$ cat src/rtl/player_dir_input_encoder_pkg.sv
// Shared direction codes, direction type and encoder state encoding.
// Used by the input encoder, the direction filter and the movement logic.
package player_dir_input_encoder_pkg;

    typedef logic [1:0] dir_t;

    localparam dir_t DIR_UP    = 2'b00;
    localparam dir_t DIR_RIGHT = 2'b01;
    localparam dir_t DIR_DOWN  = 2'b11;
    localparam dir_t DIR_LEFT  = 2'b10;

    typedef enum logic {
        ST_IDLE    = 1'b0,
        ST_PENDING = 1'b1
    } state_e;

    // Bit order of press vectors: [3]=up [2]=right [1]=down [0]=left.
    // Fixed priority UP > RIGHT > DOWN > LEFT when several fire together.
    function automatic dir_t encode_press(input logic [3:0] p);
        dir_t d;
        d = DIR_UP;
        case (1'b1)
            p[3]:    d = DIR_UP;
            p[2]:    d = DIR_RIGHT;
            p[1]:    d = DIR_DOWN;
            p[0]:    d = DIR_LEFT;
            default: d = DIR_UP;
        endcase
        return d;
    endfunction

endpackage

$ cat src/rtl/player_dir_input_encoder_debouncer.sv
// button_debouncer: 2-FF synchroniser, stability counter, debounced
// level and a registered one-cycle rise pulse for one raw button.
// Ports: clk, reset (sync, active-high), btn_raw (async input),
//        level (debounced level), rise (pulse on debounced 0->1).
module button_debouncer #(
    parameter int DEBOUNCE_CYCLES = 500000,
    parameter int CNT_W           = 19
) (
    input  logic clk,
    input  logic reset,
    input  logic btn_raw,
    output logic level,
    output logic rise
);

    localparam logic [CNT_W-1:0] CNT_LAST = CNT_W'(DEBOUNCE_CYCLES - 1);

    logic             sync1_q, sync1_d;
    logic             sync2_q, sync2_d;
    logic             level_q, level_d;
    logic             level_prev_q, level_prev_d;
    logic             rise_q, rise_d;
    logic [CNT_W-1:0] cnt_q, cnt_d;

    always_comb begin
        sync1_d      = btn_raw;
        sync2_d      = sync1_q;
        level_d      = level_q;
        cnt_d        = cnt_q;
        level_prev_d = level_q;
        rise_d       = level_q & ~level_prev_q;
        if (sync2_q == level_q) begin
            cnt_d = '0;
        end else if (cnt_q == CNT_LAST) begin
            // Input has differed for DEBOUNCE_CYCLES cycles: accept it.
            level_d = ~level_q;
            cnt_d   = '0;
        end else begin
            cnt_d = cnt_q + 1'b1;
        end
    end

    always_ff @(posedge clk) begin
        if (reset) begin
            sync1_q      <= 1'b0;
            sync2_q      <= 1'b0;
            level_q      <= 1'b0;
            level_prev_q <= 1'b0;
            rise_q       <= 1'b0;
            cnt_q        <= '0;
        end else begin
            sync1_q      <= sync1_d;
            sync2_q      <= sync2_d;
            level_q      <= level_d;
            level_prev_q <= level_prev_d;
            rise_q       <= rise_d;
            cnt_q        <= cnt_d;
        end
    end

    assign level = level_q;
    assign rise  = rise_q;

endmodule

$ cat src/rtl/player_dir_input_encoder.sv
// Player direction input encoder: debounces four buttons and holds the
// latest requested direction pending until a move_tick consumes it.
// Ports: clk, reset (sync, active-high), btn_up/right/down/left (raw),
//        move_tick (consume strobe), direction_req, req_valid, press_seen.
// Option: define PLAYER_INPUT_HOLD_EN to re-request held keys per tick.
module player_dir_input_encoder
    import player_dir_input_encoder_pkg::*;
#(
    parameter int   DEBOUNCE_CYCLES = 500000,
    parameter int   CNT_W           = 19,
    parameter dir_t INIT_DIR        = DIR_DOWN
) (
    input  logic       clk,
    input  logic       reset,
    input  logic       btn_up,
    input  logic       btn_right,
    input  logic       btn_down,
    input  logic       btn_left,
    input  logic       move_tick,
    output logic [1:0] direction_req,
    output logic       req_valid,
    output logic       press_seen
);

    logic [3:0] btn_raw;
    logic [3:0] level;
    logic [3:0] rise;
    logic [3:0] press;
    logic       any_press;

    state_e state_q, state_d;
    dir_t   dir_q, dir_d;
    logic   press_seen_q, press_seen_d;

    assign btn_raw = {btn_up, btn_right, btn_down, btn_left};

    for (genvar i = 0; i < 4; i++) begin : g_btn
        button_debouncer #(
            .DEBOUNCE_CYCLES(DEBOUNCE_CYCLES),
            .CNT_W          (CNT_W)
        ) u_deb (
            .clk    (clk),
            .reset  (reset),
            .btn_raw(btn_raw[i]),
            .level  (level[i]),
            .rise   (rise[i])
        );
    end

`ifdef PLAYER_INPUT_HOLD_EN
    // Set for one cycle after a move_tick consumed a request, so every
    // still-held key fires a fresh press.
    logic rearm_q, rearm_d;

    assign press = rise | (level & {4{rearm_q}});

    always_comb begin
        rearm_d = (state_q == ST_PENDING) && move_tick && !any_press;
    end

    always_ff @(posedge clk) begin
        if (reset) rearm_q <= 1'b0;
        else       rearm_q <= rearm_d;
    end
`else
    logic level_unused;

    assign level_unused = ^level;
    assign press        = rise;
`endif

    assign any_press = |press;

    // State register.
    always_ff @(posedge clk) begin
        if (reset) state_q <= ST_IDLE;
        else       state_q <= state_d;
    end

    // Next state: a press always wins over a coincident move_tick.
    always_comb begin
        state_d = state_q;
        case (state_q)
            ST_IDLE: begin
                if (any_press) state_d = ST_PENDING;
            end
            ST_PENDING: begin
                if (any_press)      state_d = ST_PENDING;
                else if (move_tick) state_d = ST_IDLE;
            end
            default: state_d = ST_IDLE;
        endcase
    end

    // Outputs decoded from state.
    always_comb begin
        req_valid = (state_q == ST_PENDING);
    end

    // Latched direction and debug pulse.
    always_comb begin
        dir_d        = dir_q;
        press_seen_d = any_press;
        if (any_press) dir_d = encode_press(press);
    end

    always_ff @(posedge clk) begin
        if (reset) begin
            dir_q        <= INIT_DIR;
            press_seen_q <= 1'b0;
        end else begin
            dir_q        <= dir_d;
            press_seen_q <= press_seen_d;
        end
    end

    assign direction_req = dir_q;
    assign press_seen    = press_seen_q;

endmodule

$ cat config.mk
export PLATFORM = sky130hd
export DESIGN_NAME = player_dir_input_encoder
export DESIGN_NICKNAME = d
export VERILOG_FILES = /design/src/rtl/player_dir_input_encoder_pkg.sv /design/src/rtl/player_dir_input_encoder_debouncer.sv /design/src/rtl/player_dir_input_encoder.sv
export SDC_FILE = /design/constraint.sdc
export NUM_CORES = 1
export LEC_CHECK = 0
export CAP_MARGIN = 10
export CORE_ASPECT_RATIO = 0.75
export CORE_MARGIN = 2
export CORE_UTILIZATION = 53
export DETAILED_ROUTE_END_ITERATION = 10
export GPL_ROUTABILITY_DRIVEN = 0
export HOLD_SLACK_MARGIN = 0.03
export PLACE_DENSITY = 0.7
export SYNTH_ARGS = -nofsm -noshare
export SYNTH_HDL_FRONTEND = slang
export SYNTH_SLANG_ARGS = --single-unit
$ cat constraint.sdc
create_clock -name clk -period 2.4 [get_ports clk]
set_input_delay 0.6 -clock clk [delete_from_list [all_inputs] [get_ports clk]]
set_output_delay 0.6 -clock clk [all_outputs]
set_load 0.02 [all_outputs]
==> Yosys cells after proc, flatten, opt, wreduce, memory -nomap -nowiden <==
Cells that the tools add are included.
{ "word_totals": {"register_bits": 100, "in_bits": 7, "out_inout_bits": 4} }
{ "classes": {"n_addsub": 4, "n_eq_ne": 8, "muxes": 8, "bitwise_logic": 17, "n_reduce_logical": 9} }
{ "op_table": {"columns": ["op", "count"], "rows": [
  ["19-bit by 1-bit adder with 19-bit output (second input constant)", 4],
  ["19-bit equality test (second input constant)", 4],
  ["1-bit inverter", 13],
  ["3-bit OR reduction", 4],
  ["2-bit 2-to-1 mux", 4],
  ["2-bit AND reduction", 4],
  ["1-bit AND", 4],
  ["1-bit equality test", 4],
  ["4-bit OR reduction", 1],
  ["1-bit 2-to-1 mux", 3],
  ["1-bit case mux with 2 select lines", 1]
]} }

==> Longest topological paths before layout <==
Gate-level depths: netlist (run 1).
{ "logic_depth": {"word_depth": 4, "mapped_depth": 6, "depth_no_buf": 5} }

==> Hierarchy <==
A second synthesis (run 1) with hierarchy kept.
{ "unflattened": {"hier_cells": 466, "hier_area_um2": 4334.2} }
{ "modules_own_cells": {"columns": ["module", "n_inst", "cells_per_inst", "area_each_um2", "seq_area_each_um2"], "rows": [
  ["button_debouncer", 4, 113, 1048.5, 480.5],
  ["player_dir_input_encoder", 1, 14, 140.1, 80.1]
]} }

==> Worst setup path after synthesis (run 1) <==
Ideal clock, no wire load.
{ "synth_path": {"path_type": "flip-flop to flip-flop", "startpoint": "register g_btn[1].u_deb.cnt_q[12]", "endpoint": "register g_btn[1].u_deb.cnt_q[11]", "setup_time_ps": 115, "t_arrival_ps": 1746, "path_slack_ps": 539, "path_stages_with_launch": 6, "n_path_buf": 1, "period_less_slack_ps": 1861, "path_cell_list": "dfxtp_1 -> or4_1 -> or4_4 -> o21bai_4 -> buf_6 -> nor2_1"} }
{ "synth_via": {"elab_chain_cells": 2} }
{ "synth_rtl": {"columns": ["element", "line_no", "source"], "rows": [
  ["from (decl)", "player_dir_input_encoder_debouncer.sv:23", "logic [CNT_W-1:0] cnt_q, cnt_d;"],
  ["from (signal assigned)", "player_dir_input_encoder_debouncer.sv:57", "cnt_q <= cnt_d;"],
  ["19-bit equality test", "player_dir_input_encoder_debouncer.sv:34", "end else if (cnt_q == CNT_LAST) begin"],
  ["3-bit OR reduction (no line)", null, null]
]} }
No other way between the ends.
A chain may end at the register's enable or synchronous reset.

==> Worst setup path after layout (run 1) <==
{ "layout_path": {"startpoint": "register g_btn[1].u_deb.cnt_q[12]", "endpoint": "register g_btn[1].u_deb.cnt_q[5]"} }
The elaborated chain is that of the path after synthesis.

==> results of run 1 <==
==> sequential cells by signal, indices dropped and copies added, names as in the netlist <==
signal                    flops
g_btn.u_deb.level_prev_q      4
g_btn.u_deb.rise              4
g_btn.u_deb.sync1_q           4
direction_req                 2
g_btn.u_deb.cnt_q            76
press_seen                    1
g_btn.u_deb.level             4
req_valid                     1
g_btn.u_deb.sync2_q           4
==> layout make-up <==
| cell class | count | share of cell area (%) |
|---|---|---|
| tap | 101 | 2.74 |
| timing repair buffer | 16 | 3.14 |
| multi-input combinational | 338 | 44.5 |
| clock inverter | 5 | 1.63 |
| clock buffer | 11 | 3.06 |
| inverter | 20 | 1.63 |
| sequential | 100 | 43.3 |
==> metal layers <==
metal / part of all wire [%] / GRT usage [%]
met1: 52 / 26.7
met2: 43 / 30.6
met3: 4.2 / 6.90
met4: 0.84 / 5.06
met5: 0 / 0
==> what timing repair did <==
item | CTS | global route
gates resized for setup | 0 | 1
hold buffers | 0 | 0
setup endpoints to repair | 0 | 6
buffers inserted | 0 | 0
==> cells in the final DEF (no fill, tap or decap), types with 6 or more instances in the layout <==
cell type        synthesis  routed
xnor2_1                 47      47
clkdlybuf4s50_1          0      10
nand2_1                 21      21
o21ai_0                 10      10
buf_4                    0       6
nand4_1                 17      17
nand3_1                 28      28
dfxtp_1                100     100
a21oi_1                 10      10
clkbuf_8                 0      10
nor3_1                  15      15
nor4_1                  24      24
xor2_1                  14      14
nor2b_1                 12      12
inv_1                   20      20
nor2_1                  84      84
==> worst max-delay path by stage <==
| stage | to | slack, ns |
|---|---|---|
| 2_1_floorplan | g_btn[1].u_deb.cnt_q[11] | 0.54 |
| 3_3_place_gp | g_btn[3].u_deb.cnt_q[16] | 0.17 |
| 3_5_place_dp | g_btn[3].u_deb.cnt_q[1] | 0.09 |
| 4_1_cts | g_btn[3].u_deb.cnt_q[5] | 0.26 |
| 5_1_grt | g_btn[1].u_deb.cnt_q[5] | 0.26 |
| 6_report | g_btn[1].u_deb.cnt_q[5] | 0.38 |
==> power breakdown <==
group	internal (mW)	switching (mW)	leakage, nW	total [mW]
registers	1.67	0.00421	0.807	1.67
logic	0.0204	0.0219	0.456	0.0423
clock network	0.611	0.547	0.113	1.16
==> cell families (layout without fill, tap and decap cells) <==
kind of cell    count (synthesis)  in the layout  synth area share [%]
fa+ha+maj                       4              4                  1.20
xor+xnor                       61             61                  12.8
mux                             1              1                 0.240
simple gates                  237            237                  29.5
buf+inv                        29             52                  2.79
flops                         100            100                  48.0
compound gates                 35             35                  5.40
==> cells in the mapped netlist, types with 4 or more instances <==
cell type and instances:
or3_1 5, and3_1 4, nor2_1 84, dfxtp_1 100, nor3_1 15, nand4_1 17, or2_2 4, nor2b_1 12
ha_1 4, or4_1 5, o21ai_0 10, inv_1 20, nor4_1 24, clkbuf_1 8, o31ai_1 5, xor2_1 14
a21oi_1 10, nand3_1 28, nand2_1 21, xnor2_1 47, nor4b_1 4
==> critical path: stages, from the launching register on <==
cell and delay, ns:
dfxtp_1 0.37, or4_1 0.51, or4_4 0.55, o21bai_4 0.37, nor2_1 0.09
==> summary.txt, run 1 <==
Outcome
  – Status: complete, no violations

Floorplanning
  – I/O pins: 11
  – Starting density of the core: 55.8%
  – Die area: 0.00860 mm2
  – Die width: 106 um
  – Die Span Y: 80.8 um
  – Row Count: 27
  – CORE AREA: 0.00747 mm2

Routing
  – Drc violations: 0
  – Vias: 3,179
  – Final wirelength: 7.53 mm
  – Mean routed wirelength per cell: 12.7 um
  – Drt via density: 5.38
  – Routed Antenna Nets: 0
  – Pre-antenna DRT Iters: 4
  – Number of DRC markers in iteration 0: 129

Clocking
  – Root buf cell: clkbuf_8
  – Worst-Skew Late Latency: 0.36 ns
  – CTS tree: yes
  – Worst-case clock buffer depth: 2
  – Cts bufs inserted: 9
  – H-tree level count: 3
  – Clock-pin slew on the worst setup and hold paths: 0.09 ns
  – Clock sinks: 100

Place
  – Post-DP HPWL: 5.22 mm
  – IO Port Bufs: 10
  – Dpl ws: 0.0852 ns
  – Placed Area: 0.00440 mm2
  – Number of placed cells counting well taps: 575

Timing
  – Fin crit period: 2.02 ns
  – Setup TNS: 0 ns
  – Slew headroom: 58.8%
  – WHS: 0.375 ns
  – Final hold violation count: 0
  – Max frequency: 496 MHz
  – Final Cycle Share: 84.0%
  – Final slew viol count: 0
  – Final WS setup: 0.383 ns
  – RSZ-0062 raised after global routing: no
  – Slew @ Worst Pin: 0.617 ns
  – Final Setup Violations: 0
  – Clock skew: 0.00856 ns

Setup path
  – CP Launch Point: g_btn[1].u_deb.cnt_q[12]
  – Register-to-Register Setup Slack: 0.38 ns
  – Reg2Reg Capture Point: g_btn[1].u_deb.cnt_q[5]
  – Critical path type: flip-flop to flip-flop
  – Critical path peak fanout: 17
  – Capturing element type of the critical path: flip-flop
  – Worst endpoint required time: 2.64 ns
  – FF-to-FF path depth: 4
  – Worst setup SP type: flip-flop
  – Worst EP arrival: 2.25 ns
  – FF-to-FF Start: g_btn[1].u_deb.cnt_q[12]

Global route
  – First-pass GRT wire length: 13.6 mm
  – Gr usage total: 19.8%
  – Grt ovf: 0
  – Initial antenna violation count: 0
  – Pin count of the biggest net entering global routing: 18
  – Vias in the first global route: 3,023

Finish
  – Final core utilization: 61.9%
  – Antenna cells: 0
  – Fin nets: 496
  – Finished Layout Cells: 591
  – # fillers: 688
  – Area of the multi-input gates: 0.00205 mm2
  – Share of cells above drive strength 1: 6.73%
  – Syn-to-layout area delta: 10.8%
  – Post-route cell area: 0.00462 mm2
  – Register Area: 0.00200 mm2

Min path
  – Hold Crit Depth: 1
  – Hold_sp: g_btn[1].u_deb.level_prev_q
  – Hold EP: g_btn[1].u_deb.rise
  – Worst hold-check path type: flip-flop to flip-flop

Yosys
  – Syn_area_per_cell: 8.93 um2
  – Post-synthesis cell type count: 40
  – Dominant register cell in the synthesized netlist: dfxtp_1
  – Synth Instances: 467
  – Yosys reg bits: 100
  – Post-synth EDFFs: 0
  – Area contributors post-synth: dfxtp_1 48%, xnor2_1 9.9%, nor2_1 7.6%
  – Post-Syn Area: 0.00417 mm2
  – Synth area leader: dfxtp_1
  – Sequential fraction of the synthesis area: 48.0%
  – Synthesis Warnings: 0
  – Mapped Nets: 478
  – Ys async rst share: 0%
  – Synth top area share: 48.0%

Power
  – Tot Pwr: 2.87 mW
  – VDD IR max: 0.461 mV
  – Pleak: 1.38 nW
  – PwrDens: 621 mW/mm2

Run
  – Max-cap violations: 0
No activity file was read; power rests on OpenSTA's default activity.
==> run 2, diff against run 1 <==
Clock period 2.4 ns to 2.1 ns, I/O delays scaled along.
==> summary.txt, run 2 (synthesis results as in run 1) <==
Timing
  – Slew @ Worst Pin: 0.591 ns (was 0.617 ns)
  – Slew headroom: 60.2% (was 58.8%)
  – Clock skew: 0.00463 ns (was 0.00856 ns)
  – RSZ-0062 raised after global routing: no (unchanged)
  – Max frequency: 524 MHz (was 496 MHz)
  – Fin crit period: 1.91 ns (was 2.02 ns)
  – Final hold violation count: 0 (unchanged)
  – Final Cycle Share: 90.9% (was 84.0%)
  – Setup TNS: 0 ns (unchanged)
  – Final Setup Violations: 0 (unchanged)
  – Final slew viol count: 0 (unchanged)

Setup path
  – Crit path cell chain: or4_1 -> or4_4 -> o21bai_4 -> buf_12 -> a21oi_1 (was or4_1 -> or4_4 -> o21bai_4 -> nor2_1)
  – Worst EP arrival: 2.17 ns (was 2.25 ns)
  – Crit path depth: 5 (was 4)
  – Worst endpoint required time: 2.36 ns (was 2.64 ns)
  – Delay of the slowest cell on the worst path: 0.56 ns (was 0.55 ns)
  – Worst path bufs/invs: 1 (was 0)
  – Slowest cell on crit path: or4_4 (unchanged)
  – FF-to-FF path depth: 5 (was 4)
  – Worst setup SP type: flip-flop (unchanged)
  – Critical path peak fanout: 17 (unchanged)
  – Critical path type: flip-flop to flip-flop (unchanged)
  – Register-to-Register Setup Slack: 0.19 ns (was 0.38 ns)
  – Capturing element type of the critical path: flip-flop (unchanged)
  – CP delay by family, top: simple AND/OR/NAND/NOR gates (unchanged)

Finish
  – Max reg flops: 76 (unchanged)
  – Commonest non-fill, non-tap cell in the layout: dfxtp_1 (unchanged)
  – Register Area: 0.00200 mm2 (unchanged)
  – # fillers: 649 (was 688)
  – Area of the multi-input gates: 0.00205 mm2 (about the same)
  – Finished Layout Cells: 597 (was 591)
  – Antenna cells: 0 (unchanged)
  – Share of cells above drive strength 1: 7.66% (was 6.73%)
  – Biggest register: g_btn.u_deb.cnt_q (unchanged)
  – Most frequent cells in the layout: 100 x dfxtp_1, 84 x nor2_1, 47 x xnor2_1 (unchanged)
  – Fin nets: 503 (was 496)
  – Syn-to-layout area delta: 11.7% (was 10.8%)

Clocking
  – Clock-pin slew on the worst setup and hold paths: 0.09 ns (about the same)
  – CTS tree: yes (unchanged)
  – H-tree level count: 3 (unchanged)
  – Clock sinks: 100 (unchanged)
  – Cts bufs inserted: 9 (unchanged)
  – Setup Buffers After CTS: 0 (unchanged)
  – Post_cts resized: 0 (unchanged)
  – Worst-Skew Late Latency: 0.37 ns (was 0.36 ns)
  – Worst-case clock buffer depth: 2 (unchanged)
  – Post-CTS Hold Fix Bufs: 0 (unchanged)
  – Root buf cell: clkbuf_8 (unchanged)

Outcome
  – Status: complete, no violations (unchanged)

Floorplanning
  – CORE AREA: 0.00747 mm2 (unchanged)
  – I/O pins: 11 (unchanged)
  – Die width: 106 um (unchanged)
  – Starting density of the core: 55.8% (unchanged)
  – Die Span Y: 80.8 um (unchanged)
  – Die area: 0.00860 mm2 (unchanged)
  – Row Count: 27 (unchanged)

Global route
  – Pin count of the biggest net entering global routing: 18 (unchanged)
  – Grt ovf: 0 (unchanged)
  – Gr usage total: 19.8% (about the same)
  – Vias in the first global route: 3,029 (was 3,023)
  – First-pass GRT wire length: 13.5 mm (was 13.6 mm)
  – Initial antenna violation count: 0 (unchanged)

Routing
  – Final wirelength: 7.70 mm (was 7.53 mm)
  – Routed Antenna Nets: 0 (unchanged)
  – Drc violations: 0 (unchanged)
  – Pre-antenna DRT Iters: 4 (unchanged)
  – Mean routed wirelength per cell: 12.9 um (was 12.7 um)
  – Number of DRC markers in iteration 0: 127 (was 129)
  – Drt via density: 5.39 (was 5.38)
  – Vias: 3,219 (was 3,179)

Power
  – VDD IR max: 0.582 mV (was 0.461 mV)
  – Internal power: 2.50 mW (was 2.30 mW)
  – PwrDens: 681 mW/mm2 (was 621 mW/mm2)
  – Sw Share: 21.0% (was 20.0%)
  – Combinational cell fraction of total power: 1.6% (was 1.5%)
  – Pleak: 1.39 nW (was 1.38 nW)
  – Part of the power in the clock network: 38.1% (was 40.3%)
  – Flop pwr share: 60.2% (was 58.2%)
  – NetSw: 0.665 mW (was 0.573 mW)

Place
  – Post-DP HPWL: 5.34 mm (was 5.22 mm)
  – IO Port Bufs: 10 (unchanged)
  – Number of placed cells counting well taps: 582 (was 575)

Min path
  – Worst hold-check path type: flip-flop to flip-flop (unchanged)
  – Hold Crit Depth: 1 (unchanged)

Run
  – Max-cap violations: 0 (unchanged)
[run 2: worst paths after layout]
| path | to | from |
|---|---|---|
| worst max register to register | g_btn[1].u_deb.cnt_q[17] | g_btn[1].u_deb.cnt_q[12] |
| worst max-delay path | g_btn[1].u_deb.cnt_q[17] | g_btn[1].u_deb.cnt_q[12] |
| worst min register to register | g_btn[1].u_deb.rise | g_btn[1].u_deb.level_prev_q |
| worst min-delay path | g_btn[1].u_deb.rise | g_btn[1].u_deb.level_prev_q |
[run 2: power by group through the flow]
stage | Combinational [mW] | Clock, mW | Sequential [mW]
floorplan | 0.0279 | 0 | 1.95
global placement | 0.0514 | 0 | 1.95
detailed placement | 0.0523 | 0 | 1.95
CTS | 0.0526 | 1.25 | 1.91
global route | 0.0583 | 1.32 | 1.91
finish | 0.0520 | 1.21 | 1.91
[run 2: layout make-up]
class | instances | share of cell area (%)
clock inverter | 4 | 1.07
sequential | 100 | 43.0
multi-input combinational | 338 | 44.0
clock buffer | 11 | 3.04
tap | 101 | 2.71
timing repair buffer | 23 | 4.51
inverter | 20 | 1.61
[run 2: through the flow]
step	hold WS [ns]	utilization, %	instance area (um2)	setup slack, ns	total power [mW]
floorplan	0.367	-	4170	0.239	1.98
global placement	0.372	59.8	4460	0.152	2.00
detailed placement	0.375	59.8	4460	0.106	2.01
CTS	0.388	62.4	4660	0.186	3.21
global route	0.400	62.4	4660	0.0805	3.29
finish	0.384	62.4	4660	0.191	3.17
[run 2: layer usage]
metal / up-vias / track usage [%] / routed length, um
met5: - / 0 / 0
met4: 0 / 7.01 / 73
met3: 6 / 6.58 / 298
met2: 52 / 31.9 / 3450
met1: 1487 / 25.2 / 3880
li1: 1674 / - / -
